### config.mk
export PLATFORM = sky130hd
export DESIGN_NAME = cyc_unshift
export DESIGN_NICKNAME = d
export VERILOG_FILES = /design/src/rtl/cyc_unshift_pkg.sv /design/src/rtl/cyc_rot_stage.sv /design/src/rtl/cyc_unshift.sv
export SDC_FILE = /design/constraint.sdc
export NUM_CORES = 1
export LEC_CHECK = 0
export CORE_MARGIN = 2
export CORE_UTILIZATION = 32
export DETAILED_ROUTE_END_ITERATION = 12
export GPL_TIMING_DRIVEN = 0
export PLACE_DENSITY = 0.51
export SYNTH_ARGS = -nofsm -noshare
export SYNTH_HDL_FRONTEND = slang
export SYNTH_HIERARCHICAL = 1
export SYNTH_SLANG_ARGS = --single-unit
### constraint.sdc
create_clock -name clk -period 1.2 [get_ports clk]
set_input_delay 0.12 -clock clk [delete_from_list [all_inputs] [get_ports clk]]
set_output_delay 0.12 -clock clk [all_outputs]
set_load 0.02 [all_outputs]
### src/rtl/cyc_unshift_pkg.sv
// Shared circulant-shift helpers used by both the forward and inverse shifters.
// Provides the null-shift code and the lane destination index for a rotation.
package cyc_unshift_pkg;

    // The null-edge shift code is all ones at whatever lane width is in use.
    function automatic logic [31:0] null_shift(input int unsigned w);
        return (w >= 32) ? 32'hFFFF_FFFF : ((32'd1 << w) - 32'd1);
    endfunction

    // Destination lane of source lane 'lane' after rotating left by 'step' lanes.
    function automatic int unsigned rot_lane(input int unsigned lane,
                                             input int unsigned step,
                                             input int unsigned d);
        return (lane + step) % d;
    endfunction

endpackage

### src/rtl/cyc_rot_stage.sv
// One registered rotate stage: conditionally rotates the block left by 'step' lanes.
// Latency 1 cycle; loads only when en is high, otherwise holds (backpressure stall).
module cyc_rot_stage
    import cyc_unshift_pkg::*;
#(
    parameter int unsigned data_w = 8,
    parameter int unsigned D      = 5,
    parameter int unsigned step   = 1,
    parameter int unsigned sw     = 3
) (
    input  logic                clk,
    input  logic                rst_n,
    input  logic                en,
    input  logic                in_valid,
    input  logic                in_null,
    input  logic [sw-1:0]       in_shift,
    input  logic [data_w*D-1:0] in_data,
    output logic                out_valid,
    output logic                out_null,
    output logic [sw-1:0]       out_shift,
    output logic [data_w*D-1:0] out_data
);

    logic [data_w*D-1:0] rot;

    for (genvar k = 0; k < D; k++) begin : g_lane
        localparam int unsigned dst = rot_lane(int'(k), step, D);
        assign rot[dst*data_w +: data_w] = in_data[k*data_w +: data_w];
    end

    // Bit 0 of the remaining shift belongs to this stage; the rest moves down.
    always_ff @(posedge clk or negedge rst_n) begin
        if (!rst_n) begin
            out_valid <= 1'b0;
            out_null  <= 1'b0;
            out_shift <= '0;
            out_data  <= '0;
        end else if (en) begin
            out_valid <= in_valid;
            out_null  <= in_null;
            out_shift <= in_shift >> 1;
            out_data  <= in_shift[0] ? rot : in_data;
        end
    end

endmodule

### src/rtl/cyc_unshift.sv
// Inverse circulant shifter: rotates a check-order block back to variable order.
// Latency ceil(log2(D)) cycles; whole pipeline stalls when out_valid && !out_ready.
module cyc_unshift
    import cyc_unshift_pkg::*;
#(
    parameter int unsigned data_w = 8,
    parameter int unsigned D      = 5
) (
    input  logic                clk,
    input  logic                rst_n,
    input  logic                in_valid,
    output logic                in_ready,
    input  logic [data_w-1:0]   in_shift,
    input  logic [data_w*D-1:0] in_data,
    output logic                out_valid,
    input  logic                out_ready,
    output logic [data_w*D-1:0] out_data,
    output logic                out_null,
    output logic                err_range
);

    localparam int unsigned         P       = $clog2(D);
    localparam logic [data_w-1:0]   null_sh = data_w'(null_shift(data_w));
    localparam logic [data_w-1:0]   d_lim   = data_w'(D);

    logic                en;
    logic                is_null;
    logic                is_bad;
    logic                vld_s [P+1];
    logic                nul_s [P+1];
    logic [P-1:0]        sh_s  [P+1];
    logic [data_w*D-1:0] dat_s [P+1];
    logic                unused_sh;

    assign en       = out_ready || !out_valid;
    assign in_ready = en;
    assign is_null  = (in_shift == null_sh);
    assign is_bad   = !is_null && (in_shift >= d_lim);

    // Null and out-of-range blocks enter as zeros with no rotation.
    always_comb begin
        vld_s[0] = in_valid;
        nul_s[0] = is_null;
        sh_s[0]  = '0;
        dat_s[0] = '0;
        if (!is_null && !is_bad) begin
            sh_s[0]  = in_shift[P-1:0];
            dat_s[0] = in_data;
        end
    end

    for (genvar i = 0; i < P; i++) begin : g_stage
        cyc_rot_stage #(
            .data_w (data_w),
            .D      (D),
            .step   (32'd1 << i),
            .sw     (P)
        ) u_stage (
            .clk       (clk),
            .rst_n     (rst_n),
            .en        (en),
            .in_valid  (vld_s[i]),
            .in_null   (nul_s[i]),
            .in_shift  (sh_s[i]),
            .in_data   (dat_s[i]),
            .out_valid (vld_s[i+1]),
            .out_null  (nul_s[i+1]),
            .out_shift (sh_s[i+1]),
            .out_data  (dat_s[i+1])
        );
    end

    assign out_valid = vld_s[P];
    assign out_null  = nul_s[P];
    assign out_data  = dat_s[P];
    assign unused_sh = ^sh_s[P];

    always_ff @(posedge clk or negedge rst_n) begin
        if (!rst_n) begin
            err_range <= 1'b0;
        end else if (in_valid && en && is_bad) begin
            err_range <= 1'b1;
        end
    end

endmodule
After elaboration in Yosys (flattened, before gate mapping):

Cells that the tools add are included.

* register bits: 130
* input bits: 52
* output and inout port bits: 44
* word-level logic and storage cells: 27

* multiplexer cells: 5
* reductions and logical operators: 8
* order comparisons: 1
* eq/ne operators: 1

Operator list (number)
* $mux 40: 4
* $eq 8x8->1 const B: 1
* $ge 8x3->1 const B: 1
* $logic_and 1x1->1: 4
* $logic_not 1->1: 3
* $mux 3: 1
* $logic_or 1x1->1: 1

Longest topological paths before layout:

* depth after elaboration: 7
* depth in mapped cells: 7
* depth with buffers taken out: 5

Modules after synthesis:

The synthesis kept the hierarchy.

By module, submodules not included
* cyc_rot_stage: cells each 184, sequential area each 1101.1 um^2, area an instance 2045.7 um^2, instances 3
* cyc_unshift: cells each 59, sequential area each 25.0 um^2, area an instance 442.9 um^2, instances 1

Worst setup path before layout:

No wires, ideal clock.

* path type: input port to flip-flop
* from: input in_shift[4]
* to: register g_stage[0].u_stage.out_data[0]
* slack: -0.403 ns
* arrival time: 1.477 ns
* required time: 1.074 ns
* stages on the path: 7
* setup time: 0.126 ns
* buffers on the path: 2
* path through: or4_4 > nor3_1 > and2_1 > buf_6 > buf_12 > mux2i_1 > a21oi_1

RTL lines
* from (decl): line cyc_unshift.sv:13 `input logic [data_w-1:0] in_shift,`
* to (signal assigned): line cyc_rot_stage.sv:42 `out_data <= in_shift[0] ? rot : in_data;`
* to (decl): line cyc_rot_stage.sv:21 `output logic [data_w*D-1:0] out_data`

==> results by group <==
CTS
  – Inserted Clock Buffers: 17
  – Reg clk slew, reported paths: roughly 0.05 ns
  – Clock tree from TritonCTS: built
  – Clock insertion delay at the later pin of the skew report: 0.42 ns
  – Clock root buffer master: clkbuf_16
  – Longest Clk Path Bufs: 2
  – Num Clock Sinks: 130
  – H-tree depth: 4

Synthesis
  – Warnings, synthesis: 6
  – Mapped cell area: 0.00644 mm²
  – Syn_nets: 651
  – Post-synthesis cell count: 599
  – Syn_area_per_cell: 10.7 µm²

Place
  – Placed Instances: 960
  – Post-detail-place hpwl: ~13 mm
  – Post-DP Area: 0.00777 mm²
  – Port Buffers: 95
  – Gpl congestion: 0.820

Routing
  – Detailed Route Iter0 Violations: 243
  – Drt pass-1 iters: 4
  – DRT antenna net count: 0
  – Via count: about 4,800
  – DRC viols: 0
  – Vias per cell: 4.73
  – Routed WL: 17.8 mm
  – Wire length per cell: 17.5 µm

Status
  – Outcome: finished with violations
  – Failing checks: setup timing

Timing
  – Unrepaired setup endpoints after global routing: yes
  – Final Skew: 0.00716 ns
  – Max-slew headroom: 69.8%
  – Final min period: 1.48 ns
  – Fin. max-slew vios: 0
  – Finish-stage setup viols: 88
  – Final Hold Fails: 0
  – Fmax achieved: 676 MHz
  – Setup WS post-layout: -0.279 ns
  – Worst slew pin tran: 0.454 ns
  – Final period util: 123%

Critical path
  – Crit end category: register
  – Reg-to-reg slack, setup: -0.15 ns
  – CP Max Fanout: 5
  – Worst EP arrival: 1.77 ns
  – Startpoint Class: input port
  – Worst EP required: 1.49 ns
  – CP Class: input port to register

Run
  – Max-cap violations: 0

Layout
  – Layout Utilization: 47.6%
  – Sequential Area: 0.00325 mm²
  – Nets: 789
  – Layout area overhead: 44.7%
  – Non-filler instance count after layout: 1,015
  – Cell area after layout: 0.00932 mm²
  – Number of diodes: 0
  – Fillers: 1,851
  – Share of layout cells above drive strength 1: 38.1%
  – Multi-input combinational cell area: 0.00326 mm²

Power and ir drop
  – Final Power: 21.0 mW
  – Peak supply drop: 938 µV
  – Pwr Density: 2250 mW/mm²
  – P_leak: 3.73 nW

Floorplan
  – Die Area: 0.0213 mm²
  – FP Rows: approximately 50
  – Die width: around 150 µm
  – Die height: between 100 and 150 µm
  – Core ar.: between 0.015 and 0.02 mm²
  – Io pins: 96
  – Initial Utilization: 32.9%

Hold path
  – Min-delay worst type: input port to register

GRT
  – GRT overflow: 0
  – Total Routing Usage GR: between 15 and 20%
  – Largest net degree at the start of global routing: 90
  – Vias in the first global route: just over 5,000
  – Global-route wire length before repair: 28.0 mm
  – Initial antenna violation count: 0
[cells in the final DEF, fill, tap and decap left out, types with 2 or more instances in the layout]
cell type and n:
buf_16 4, clkbuf_8 3, nand4_1 2, clkbuf_1 4, buf_6 18, dfrtp_1 129, nor2_4 20, clkinvlp_4 2
and2_2 33, buf_8 8, mux2i_2 13, bufinv_16 5, clkdlybuf4s15_2 16, a21oi_2 44, mux2i_1 100, and2_1 2
buf_12 18, buf_4 8, mux2_2 2, dlygate4sd2_1 3, clkbuf_2 2, a21oi_1 75, mux2_4 7, clkdlybuf4s50_1 43
nor2_1 101, buf_2 36, mux2i_4 7, clkbuf_4 2, and2_4 8, clkinv_2 3, clkbuf_16 21
[stage by stage]
stage / hold slack, ns / worst slack, ns / TNS [ns]
global route: 0.223 / -0.312 / -15.14
global placement: 0.455 / -5.48 / -714.62
floorplan: -0.176 / -0.365 / -14.70
detailed placement: 0.0676 / -1.13 / -70.21
finish: 0.177 / -0.279 / -10.57
CTS: 0.160 / -0.299 / -10.51
[cell type report]
class | instances | area share (%)
Buffer | 45 | 6.23
Multi-Input combinational cell | 422 | 35.0
Inverter | 1 | 0.0403
Sequential cell | 130 | 34.9
Clock inverter | 10 | 1.93
Tap cell | 265 | 3.56
Timing Repair Buffer | 120 | 13.3
Clock buffer | 22 | 4.98
[repair_timing]
action                                  in CTS  in global routing
pin swaps                                   34                 23
endpoints found under the hold margin       41                  0
resized for setup                          235                139
hold buffers                                 1                  0
endpoints found under the setup margin     174                118
gates cloned                                 6                  4
buffers inserted                            16                  1
[registers in the layout (all words and copies together) (netlist names)]
signal                     flops
g_stage.u_stage/out_data     120
err_range                      1
g_stage.u_stage/out_valid      3
g_stage.u_stage/out_shift      3
g_stage.u_stage/out_null       3
[power by group]
| part | internal [mW] | switching (mW) | leakage, nW | total (mW) |
|---|---|---|---|---|
| clock network | 3.78 | 1.86 | 0.310 | 5.65 |
| logic | 3.41 | 4.00 | 1.79 | 7.40 |
| registers | 6.23 | 1.67 | 1.63 | 7.90 |
[worst max-delay path, cell delays in order]
cell	delay [ns]
buf_6	0.09
or4_4	0.53
nor3_2	0.13
and2_1	0.16
buf_6	0.12
buf_6	0.11
buf_12	0.14
mux2i_2	0.25
a21oi_1	0.10
[final timing paths]
check | startpoint | end | depth (start not counted)
setup / recovery | in_shift[3] | g_stage[0].u_stage/out_data[3] | 9
hold / removal | in_shift[7] | err_range | 4
setup reg to reg | g_stage[2].u_stage/out_valid | g_stage[0].u_stage/out_data[8] | 5
hold reg to reg | err_range | err_range | 2
max in group asynchronous | rst_n | g_stage[2].u_stage/out_data[16] | 3
min in group asynchronous | rst_n | g_stage[0].u_stage/out_data[26] | 2
[routing by layer]
layer	GRT usage [%]	up-vias	share of wire, %
met5	0	-	0
met4	5.88	0	1.5
met3	3.13	15	3.6
met2	27.0	116	49
met1	22.8	2337	46
li1	-	2334	-
Power figures use the tool's default switching activity.
